<file path="src/rtl/timer_dev.sv">
// Memory-mapped countdown timer with CTRL/PRESET/COUNT registers and a masked irq.
// Optional auto-reload (MODE != 0) is compiled in only when TIMER_AUTO_RELOAD_EN is defined.
module timer_dev #(
  parameter int CNT_W = 32
) (
  input  logic        clk,
  input  logic        reset,
  input  logic [31:0] addr,
  input  logic [31:0] writedata,
  input  logic        we,
  input  logic [3:0]  be,
  output logic [31:0] readdata,
  output logic        irq
);

  typedef enum logic [1:0] {
    IDLE,
    LOAD,
    CNT,
    INT
  } state_t;

  state_t           r_state;
  state_t           w_next;
  logic [3:0]       r_ctrl;
  logic [CNT_W-1:0] r_preset;
  logic [CNT_W-1:0] r_count;
  logic             r_irqFlag;

  logic        w_en;
  logic        w_autoReload;
  logic        w_wrCtrl;
  logic        w_wrPreset;
  logic        w_loadCount;
  logic        w_decCount;
  logic        w_zeroCount;
  logic        w_setFlag;
  logic        w_clearEn;
  logic        w_intExit;
  logic [31:0] w_presetWide;
  logic [31:0] w_presetMerged;
  logic        w_unused;

  assign w_en = r_ctrl[0];

`ifdef TIMER_AUTO_RELOAD_EN
  assign w_autoReload = |r_ctrl[2:1];
`else
  assign w_autoReload = 1'b0;
`endif

  // CTRL only has live bits in byte 0, so a CTRL write without be[0] is a no-op.
  assign w_wrCtrl   = we && (addr[3:2] == 2'd0) && be[0];
  assign w_wrPreset = we && (addr[3:2] == 2'd1);
  assign w_unused   = ^{addr[31:4], addr[1:0]};

  assign w_presetWide = 32'(r_preset);

  always_comb begin
    w_presetMerged = w_presetWide;
    for (int i = 0; i < 4; i++) begin
      if (be[i]) begin
        w_presetMerged[8*i +: 8] = writedata[8*i +: 8];
      end
    end
  end

  always_comb begin
    w_next      = r_state;
    w_loadCount = 1'b0;
    w_decCount  = 1'b0;
    w_zeroCount = 1'b0;
    w_setFlag   = 1'b0;
    w_clearEn   = 1'b0;
    w_intExit   = 1'b0;
    case (r_state)
      IDLE: begin
        if (w_en) begin
          w_next = LOAD;
        end
      end
      LOAD: begin
        w_loadCount = 1'b1;
        w_next      = CNT;
      end
      CNT: begin
        if (!w_en) begin
          w_next = IDLE;
        end else if (r_count > CNT_W'(1)) begin
          w_decCount = 1'b1;
        end else begin
          w_zeroCount = 1'b1;
          w_setFlag   = 1'b1;
          w_next      = INT;
        end
      end
      INT: begin
        w_intExit = 1'b1;
        // Auto-reload passes straight through to LOAD so the period is PRESET+2.
        if (w_autoReload && w_en) begin
          w_next = LOAD;
        end else begin
          w_next = IDLE;
        end
        if (!w_autoReload) begin
          w_clearEn = 1'b1;
        end
      end
      default: w_next = IDLE;
    endcase
  end

  always_ff @(posedge clk or posedge reset) begin
    if (reset) begin
      r_state <= IDLE;
    end else begin
      r_state <= w_next;
    end
  end

  // A bus write to CTRL overrides the FSM's EN clear on the same edge.
  always_ff @(posedge clk or posedge reset) begin
    if (reset) begin
      r_ctrl <= 4'd0;
    end else if (w_wrCtrl) begin
      r_ctrl <= writedata[3:0];
    end else if (w_clearEn) begin
      r_ctrl[0] <= 1'b0;
    end
  end

  always_ff @(posedge clk or posedge reset) begin
    if (reset) begin
      r_preset <= '0;
    end else if (w_wrPreset) begin
      r_preset <= w_presetMerged[CNT_W-1:0];
    end
  end

  always_ff @(posedge clk or posedge reset) begin
    if (reset) begin
      r_count <= '0;
    end else if (w_loadCount) begin
      r_count <= r_preset;
    end else if (w_decCount) begin
      r_count <= r_count - CNT_W'(1);
    end else if (w_zeroCount) begin
      r_count <= '0;
    end
  end

  // Acknowledge via CTRL wins even against the edge that raises the flag.
  always_ff @(posedge clk or posedge reset) begin
    if (reset) begin
      r_irqFlag <= 1'b0;
    end else if (w_wrCtrl) begin
      r_irqFlag <= 1'b0;
    end else if (w_setFlag) begin
      r_irqFlag <= 1'b1;
    end else if (w_intExit && w_autoReload) begin
      r_irqFlag <= 1'b0;
    end
  end

  always_comb begin
    readdata = 32'd0;
    case (addr[3:2])
      2'd0:    readdata = {28'd0, r_ctrl};
      2'd1:    readdata = 32'(r_preset);
      2'd2:    readdata = 32'(r_count);
      default: readdata = 32'd0;
    endcase
  end

  assign irq = r_irqFlag & r_ctrl[3];

endmodule
</file>
<file path="config.mk">
export PLATFORM = sky130hd
export DESIGN_NAME = timer_dev
export DESIGN_NICKNAME = d
export VERILOG_FILES = /design/src/rtl/timer_dev.sv
export SDC_FILE = /design/constraint.sdc
export NUM_CORES = 1
export LEC_CHECK = 0
export BUFFER_PORTS_ARGS = -buffer_cell sky130_fd_sc_hd__buf_2
export CAP_MARGIN = 10
export CORE_ASPECT_RATIO = 0.7
export CORE_MARGIN = 5
export CORE_UTILIZATION = 50
export CTS_BUF_LIST = sky130_fd_sc_hd__clkbuf_8
export CTS_CLUSTER_DIAMETER = 150
export CTS_CLUSTER_SIZE = 20
export DETAILED_ROUTE_END_ITERATION = 10
export PLACE_DENSITY_LB_ADDON = 0.05
export SLEW_MARGIN = 25
export SYNTH_ARGS = -nofsm -noshare
export SYNTH_HDL_FRONTEND = slang
export SYNTH_SLANG_ARGS = --single-unit
</file>
<file path="constraint.sdc">
create_clock -name clk -period 2.3 [get_ports clk]
set_clock_uncertainty 0.2 [all_clocks]
set_input_delay 0.115 -clock clk [delete_from_list [all_inputs] [get_ports clk]]
set_output_delay 0.115 -clock clk [all_outputs]
set_load 0.005 [all_outputs]
</file>
==> flow_summary.toml, run 1 <==
[status]
status = "complete, but fails checks"
violations = "negative setup slack"

[place]
place_congestion = 0.887
portBuffers = 73
hpwl_um = 8200
place_area_mm2 = 0.00494

[timing]
holdWs_ps = 26.6
final-hold-violation-count = 0
tightest_slew_ps = 464
layout_setup_ws_ps = -236
period_needed_ps = 2540
relSlewSlack_pct = 68.8
fmax_mhz = 394
rsz0062_at_grt = "true"
fin_crit_sh_pct = 110
finalSetupViolations = 26
final_max_slew_viol_count = 0

[grt]
grt_pass1_vias = 3890
grt_max_degree = 72
grt_pass1_wl_um = 19300
grt.total_usage_pct = 25.0
antenna_found_initial = 0
grt_overflow = 0

[cells_and_area]
drive_gt1_share_pct = 43.5
diodes = 0
final_util_pct = 73.6
syn_to_final_growth_pct = 44.8
final_cell_area_mm2 = 0.00572
mostFrequentLayoutCells = "74 x buf_4, 73 x buf_2, 71 x dfrtp_1, 35 x mux2_2, 33 x dlygate4sd3_1"
final_common_cell = "buf_4"
fill_cells = 610
nets = 631

[die]
ioPinCount = 104
fp.dieW_um = 116
start_util_pct = 50.8
fp.coreArea_mm2 = 0.00777
die_h_um = 84.4
num_rows = 27
dieArea_mm2 = 0.00980

[synthesis]
synthMuxAreaShare_pct = 11.5
ys.flop_type = "dfrtp_1"
synthArstFlopShare_pct = 100
yosysWarnings = 0
ys_ff_latch = 71
synthCells = 385
yosys.area_share.simple_pct = 18.2
synth_nets = 458
ys_types = 56
synth_top_family_by_area = "compound AO/OA/AOI/OAI gates"
syn-cell-area_mm2 = 0.00395
synthAdderAreaFrac_pct = 0.634
synth_edf_count = 0
synth_compound_area_share_pct = 19.5
synth_xor_area_share_pct = 2.00
syn_area_per_cell_um2 = 10.3
seq_area_frac_synth_pct = 45.0

[critical_path]
required_ps = 2350
cp_cell_sequence = "or4_4 -> nand4b_4 -> or4_4 -> a31o_4 -> a211o_1"
crit_family = "simple AND/OR/NAND/NOR gates"
critPathKind = "flip-flop to flip-flop"
critPathMaxStageDelay_ps = 610
cp-start-kind = "flip-flop"
crit_path_frequent_cell = "or4_4"
endpoint_kind = "flip-flop"
worstPathMaxFanout = 7
cpMaxStageDelayCell = "or4_4"
arrival_ps = 2590
worst-path-buf-inv = 0

[power_and_ir_drop]
leakagePower_uw = 0.00260
p_per_area_mw_per_mm2 = 981
ir_drop_uv = 559

[route]
vias = 3915
vias_per_cell = 5.90
drc = 0
drtIter0Drc = 307
wl_per_cell_um = 18.1
ant_nets = 0
dr.pass1.iters = 5
wl_um = 12000

[min_path]
min-delay-path-class = "primary input to flip-flop"

[clock_tree]
path_clk_slew_ps = 70
cts.path.max_buffers = 2
clkSinkCount = 71
clkLatencyLatePin_ps = 360
numCtsBuffers = 9
clockRootBuffer = "clkbuf_8"
cts_tree = "yes"
cts_max_level = 3

[flow_run]
maxCapViolCount = 0
==> worst paths after layout <==
kind / slack (ps) / depth (start not counted) / to / from
worst max-delay path: -240 / 5 / r_count[28] / r_count[21]
worst min-delay path: 30 / 4 / r_ctrl[1] / be[0]
worst max register to register: -240 / 5 / r_count[28] / r_count[21]
worst min register to register: 310 / 2 / r_irqFlag / r_irqFlag
max in group asynchronous: 1400 / 4 / r_preset[8] / reset
min in group asynchronous: 180 / 4 / r_preset[25] / reset
==> metrics by stage <==
stage	setup TNS (ps)	setup WS [ps]	cells	total power [µW]
5_1_grt	-5680	-285	664	5980
3_5_place_dp	-3310	-233	611	4390
4_1_cts	-2430	-217	661	5460
2_1_floorplan	-2570	-232	385	3310
6_report	-4030	-236	664	5610
3_3_place_gp	-3350	-224	611	4330
==> cells in the mapped netlist (all sizes together), types with 7 or more instances <==
| cell type | number | area, µm² |
|---|---|---|
| a21oi | 15 | 75.1 |
| a22o | 28 | 245 |
| a22oi | 7 | 52.6 |
| clkbuf | 21 | 78.8 |
| dfrtp | 71 | 1780 |
| mux2 | 35 | 394 |
| nand2 | 21 | 78.8 |
| nand3 | 13 | 65.1 |
| nor2 | 23 | 86.3 |
| nor3 | 11 | 55.1 |
| nor4 | 16 | 121 |
| o21ai | 22 | 110 |
==> registers in the layout, indices dropped and copies added (netlist names) <==
name and flops:
r_ctrl 4, r_preset 32, r_count 32, r_state 2, r_irqFlag 1
==> layout make-up <==
type | instances | area [µm²] | area share, %
multi-input combinational | 283 | 2280 | 39.8
sequential | 71 | 1780 | 31.1
timing repair buffer | 187 | 1340 | 23.4
clock buffer | 11 | 151 | 2.65
tap | 101 | 126 | 2.21
clock inverter | 5 | 25.0 | 0.438
inverter | 6 | 22.5 | 0.394
==> layer usage <==
layer / wire length, µm / track usage [%] / share of wire [%]
met5: 0 / 0 / 0
met4: 206 / 8.43 / 1.7
met3: 710 / 6.27 / 5.9
met2: 5560 / 38.2 / 46
met1: 5530 / 34.8 / 46
==> power by group <==
part	switching (µW)	leakage [µW]	internal, µW
Combinational	1310	0.00164	1360
Sequential	369	0.000853	1660
Clock	472	0.0000977	439
==> what timing repair did <==
action                     in CTS  in global routing
hold buffers                   33                  0
hold endpoints to repair      107                  0
buffers inserted                1                  3
gates resized for setup        17                 27
setup endpoints to repair      31                 33
pin swaps                       6                 13
==> cell families after synthesis <==
| group | after synthesis |
|---|---|
| xor gates and xnor gates | 9 |
| buffers and inverters | 31 |
| and+or+nand+nor | 124 |
| AOI/OAI and AO/OA | 107 |
| adders and majority gates | 2 |
| muxes | 41 |
| DFF | 71 |
==> worst register-to-register path, cell delays in order (launching register included) <==
cell	delay (ps)
dfrtp_1	390
or4_4	540
nand4b_4	190
or4_4	610
a31o_4	270
a211o_1	240
Note: power is estimated with default switching activity, not from simulation.
==> run 2: changes to the inputs <==
ABC_AREA = 1   (was default)
==> run 2 against run 1 <==
Effect of this change: the flow now finishes without violations; total power rose by 7.6%; sequential share of layout area rose by 1.4 points; register-to-register slack better by 550 ps; wire length is 3.3% higher; cell count is 26% higher; clock power grew 39%; highest routed layer unchanged.
==> flow_summary.toml, run 2 <==
[status]
status = "finished clean"

[synthesis]
synthArstFlopShare_pct = 100
synth_area_leaders = "dfrtp_1 41%, nand2_1 13%, inv_1 6.8%, nor2_1 6.8%, nand3_1 6.4%"
yosysWarnings = 0
ys_ff_latch = 71
synth_nets = 669
synthCells = 596
yosysTopAreaCell = "dfrtp_1"
syn-cell-area_mm2 = 0.00433
yosysMostFrequentCell = "nand2_1"
synth_commonest_cells = "153 x nand2_1, 78 x inv_1, 78 x nor2_1"
ys.flop_type = "dfrtp_1"
seq_area_frac_synth_pct = 41.0
ys_types = 33
synth_edf_count = 0
yosysTopAreaCellShare_pct = 41.0
syn_area_per_cell_um2 = 7.27

[critical_path]
critPathKind = "flip-flop to flip-flop"
worstReg2RegEnd = "r_count[30]"
r2r_slack_ps = 320
worstPathMaxFanout = 5
endpoint_kind = "flip-flop"
reg2regPathDepth = 10
worstSetupStartpoint = "r_count[0]"
arrival_ps = 2030
r2r-start = "r_count[0]"
required_ps = 2350
cp-start-kind = "flip-flop"

[cells_and_area]
multi_input_area_mm2 = 0.00215
nets = 784
fill_cells = 813
final_cell_area_mm2 = 0.00547
regArea_mm2 = 0.00178
final_common_cell = "nand2_1"
diodes = 0
fin_cells = 836
drive_gt1_share_pct = 19.6
syn_to_final_growth_pct = 26.3
final_util_pct = 64.8
reg_top3 = "r_count (32), r_preset (32), r_ctrl (4)"
mostFrequentLayoutCells = "153 x nand2_1, 78 x nor2_1, 77 x inv_1, 73 x buf_2, 71 x dfrtp_1"

[power_and_ir_drop]
p_per_area_mw_per_mm2 = 1100
ir_drop_uv = 562
p_total_uw = 6030
leakagePower_uw = 0.00284

[clock_tree]
clockRootBuffer = "clkbuf_8"
cts_tree = "yes"
cts.path.max_buffers = 2
clkLatencyLatePin_ps = 350
cts_resized = 0
cts_max_level = 3
path_clk_slew_ps = 80
numCtsBuffers = 9
clkSinkCount = 71

[grt]
grt_max_degree = 29
grt.total_usage_pct = 25.2
grt_overflow = 0
antenna_found_initial = 0
grt_pass1_vias = 4240
grt_pass1_wl_um = 20900

[timing]
finalSetupTns_ps = 0
final-hold-violation-count = 0
finalSetupViolations = 0
tightest_slew_ps = 601
relSlewSlack_pct = 59.9
rsz0062_at_grt = "false"
fin_crit_sh_pct = 86.2
final_max_slew_viol_count = 0
period_needed_ps = 1980
fmax_mhz = 505

[route]
vias = 4277
ant_nets = 0
vias_per_cell = 5.12
dr.pass1.iters = 4
wl_per_cell_um = 14.8
drtIter0Drc = 286
wl_um = 12400
drc = 0

[die]
dieArea_mm2 = 0.0107
fp.dieW_um = 121
num_rows = 28
ioPinCount = 104
die_h_um = 87.9
fp.coreArea_mm2 = 0.00844
start_util_pct = 51.3

[min_path]
hold_path_depth = 5
min-delay-start = "be[1]"
min_to = "r_preset[8]"
min-delay-path-class = "primary input to flip-flop"

[place]
place_congestion = 0.903
hpwl_um = 9260
dp.cells = 786
portBuffers = 73
place_area_mm2 = 0.00488

[flow_run]
maxCapViolCount = 0
-- run 2: worst max path at each step --
stage                  endpoint  slack [ps]  cells after the start
floorplan            r_count[0]         190                      1
global placement    r_count[30]         340                     10
finish              r_count[30]         320                     10
CTS                 r_count[30]         300                     10
detailed placement  r_count[30]         310                     10
global route        r_count[30]          60                     10
-- run 2: cell families (layout without fill, tap and decap cells) --
group                    Yosys count  count (layout)  synth area share, %
AO/OA/AOI/OAI                     97              97                 14.0
buffers and inverters            100             220                 9.44
multiplexers                       4               4                 1.04
adder cells (fa/ha/maj)            2               2                0.577
flip-flops                        71              71                 41.0
AND/OR/NAND/NOR                  312             312                 31.9
XOR/XNOR                          10              10                 2.02
-- run 2: per-stage QoR --
stage          setup WS (ps)  hold slack (ps)
2_1_floorplan            188             65.4
3_3_place_gp             338             21.0
3_5_place_dp             312             16.1
4_1_cts                  299             51.7
5_1_grt                 59.9             73.8
6_report                 318             70.6
-- run 2: critical path, stage by stage (launching register included) --
cell and delay (ps):
dfrtp_1 410, inv_1 120, ha_1 230, buf_4 160
nand3_1 160, nor3_1 310, nand2_1 90, nand2_1 60
nand2_1 40, nand2_1 50, nand2_1 40
-- run 2: area by class of cell --
type / instances / share of cell area [%]
Clock buffer: 11 / 2.77
Timing Repair Buffer: 120 / 15.1
Tap cell: 120 / 2.74
Inverter: 84 / 5.76
Clock inverter: 5 / 1.90
Multi-Input combinational cell: 425 / 39.2
Sequential cell: 71 / 32.5
-- run 2: layer usage --
layer  wire length [µm]  vias up  share of wire (%)  GRT usage [%]
li1                   -     2163                  -              -
met1               6120     1991                 49           36.3
met2               5520      112                 44           39.4
met3                647       11                5.2           5.29
met4                112        0               0.90           5.70
met5                  0        -                  0              0
-- run 2: report_power, final --
| group | total (µW) | switching, µW | internal, µW |
|---|---|---|---|
| registers | 2120 | 444 | 1680 |
| clock network | 1270 | 485 | 780 |
| logic | 2650 | 1620 | 1030 |
-- run 2: what timing repair did --
| item | 4_1_cts | 5_1_grt |
|---|---|---|
| buffers inserted | 0 | 0 |
| hold endpoints to repair | 57 | 0 |
| hold buffers | 34 | 0 |
==> run 3: changes to the inputs <==
CORE_MARGIN = default   (was 5)
==> run 3 against run 2 <==
Effect of this change: sequential share of layout area increased by 0.074 points; via count grew 1.1%; critical path type unchanged; register-to-register slack got worse by 100 ps; largest cell class unchanged; cell count is the same.
==> flow_summary.toml, run 3 (synthesis results as in run 2) <==
[critical_path]
reg2regPathDepth = 11
endpoint_kind = "flip-flop"
arrival_ps = 2130
cp_cell_sequence = "inv_1 -> ha_1 -> nand2_4 -> nor2_8 -> nand2_4 -> nand2_4 -> nand2_4 -> nand2_4 -> inv_2 -> nand2_1 -> nand2_1"
worstPathMaxFanout = 16
worst-path-buf-inv = 2
worstReg2RegEnd = "r_count[25]"
critPathMaxStageDelay_ps = 410
cp-start-kind = "flip-flop"
critPathKind = "flip-flop to flip-flop"
cpMaxStageDelayCell = "dfrtp_1"
endpoint = "r_count[25]"
worstSetupStartpoint = "r_count[0]"
crit_path_frequent_cell = "nand2_4"
r2r_slack_ps = 220
r2r-start = "r_count[0]"
crit_family = "simple AND/OR/NAND/NOR gates"
required_ps = 2350
crit_cells = 11

[place]
portBuffers = 73
place_congestion = 0.927
dp.cells = 786
hpwl_um = 8680

[route]
ant_nets = 0
drc = 0
vias = 4326
drtIter0Drc = 337
wl_per_cell_um = 14.5
wl_um = 12100
dr.pass1.iters = 5
vias_per_cell = 5.17

[timing]
fmax_mhz = 480
relSlewSlack_pct = 64.4
final_max_slew_viol_count = 0
period_needed_ps = 2080
finalSetupViolations = 0
finalSetupTns_ps = 0
final-hold-violation-count = 0
tightest_slew_ps = 534
rsz0062_at_grt = "false"
fin_crit_sh_pct = 90.5

[grt]
grt_pass1_wl_um = 19800
grt_overflow = 0
grt_pass1_vias = 3983
grt.total_usage_pct = 28.6
grt_max_degree = 39
antenna_found_initial = 0

[clock_tree]
cts_max_level = 3
cts_resized = 0
path_clk_slew_ps = 80
clkLatencyLatePin_ps = 360
clkSinkCount = 71
post_cts_buffers = 0
cts.path.max_buffers = 2
clockRootBuffer = "clkbuf_8"
numCtsBuffers = 9
cts_tree = "yes"

[power_and_ir_drop]
p_per_area_mw_per_mm2 = 1110
p_sw_share_pct = 42.3
p_int_uw = 3510
p_switching_uw = 2570
p_comb_share_pct = 44.1
p_seq_share_pct = 34.8
ir_drop_uv = 579
leakagePower_uw = 0.00283
clockPowerShare_pct = 21.1

[cells_and_area]
syn_to_final_growth_pct = 26.0
drive_gt1_share_pct = 19.6
final_common_cell = "nand2_1"
mostFrequentLayoutCells = "153 x nand2_1, 78 x nor2_1, 77 x inv_1, 73 x buf_2, 71 x dfrtp_1"
fin_cells = 836
nets = 784
diodes = 0
fill_cells = 796
reg_top3 = "r_count (32), r_preset (32), r_ctrl (4)"

[die]
fp.coreArea_mm2 = 0.00844
start_util_pct = 51.3
num_rows = 28
die_h_um = 79.9
ioPinCount = 104
dieArea_mm2 = 0.00905
fp.dieW_um = 113

[flow_run]
maxCapViolCount = 0

[min_path]
min-delay-path-class = "primary input to flip-flop"

[status]
status = "finished clean"
==> run 3: stage by stage <==
step | cell area [µm²] | setup slack (ps) | util (%) | hold slack [ps] | total power (µW)
after floorplan | 4330 | 188 | - | 65.4 | 3950
after global placement | 4860 | 294 | 57.6 | 30.7 | 4650
after detailed placement | 4860 | 218 | 57.6 | 34.6 | 4730
after CTS | 5460 | 209 | 64.7 | 58.5 | 6070
after global routing | 5460 | 102 | 64.7 | 132 | 6540
final | 5460 | 218 | 64.7 | 63.6 | 6080
==> run 3: how the worst min path moves through the flow <==
stage / from / endpoint / slack [ps] / cells past startpoint
2_1_floorplan: writedata[4] / r_preset[4] / 70 / 1
3_3_place_gp: reset / r_preset[8] / 30 / 3
3_5_place_dp: reset / r_preset[8] / 30 / 3
4_1_cts: be[1] / r_preset[12] / 60 / 5
5_1_grt: be[1] / r_preset[12] / 130 / 4
6_report: be[1] / r_preset[12] / 60 / 4
==> run 3: cell type report <==
type	instances	area, µm²	share of cell area [%]
clock inverter	5	104	1.90
multi-input combinational	425	2150	39.3
timing repair buffer	120	816	14.9
inverter	84	315	5.77
tap	120	150	2.75
sequential	71	1780	32.5
clock buffer	11	151	2.77
==> run 3: layer usage <==
metal,track usage (%),part of all wire [%]
met5,0,0
met4,8.55,1.5
met3,4.94,6.2
met2,43.0,43
met1,41.9,49
==> run 3: worst min-delay path, stage by stage <==
cell and delay [ps]:
buf_2 90, nand2_1 90, buf_4 210, a21oi_1 80
==> run 3: power groups by stage <==
| stage | sequential, µW | clock, µW | combinational, µW |
|---|---|---|---|
| floorplan | 1990 | 0 | 1960 |
| global placement | 2110 | 0 | 2540 |
| detailed placement | 2120 | 0 | 2610 |
| CTS | 2100 | 1300 | 2670 |
| global route | 2180 | 1340 | 3030 |
| finish | 2120 | 1280 | 2680 |
==> run 3: timing repair <==
action,in CTS,in global routing
endpoints found under the setup margin,0,0
hold buffers,34,0
hold endpoints to repair,107,0
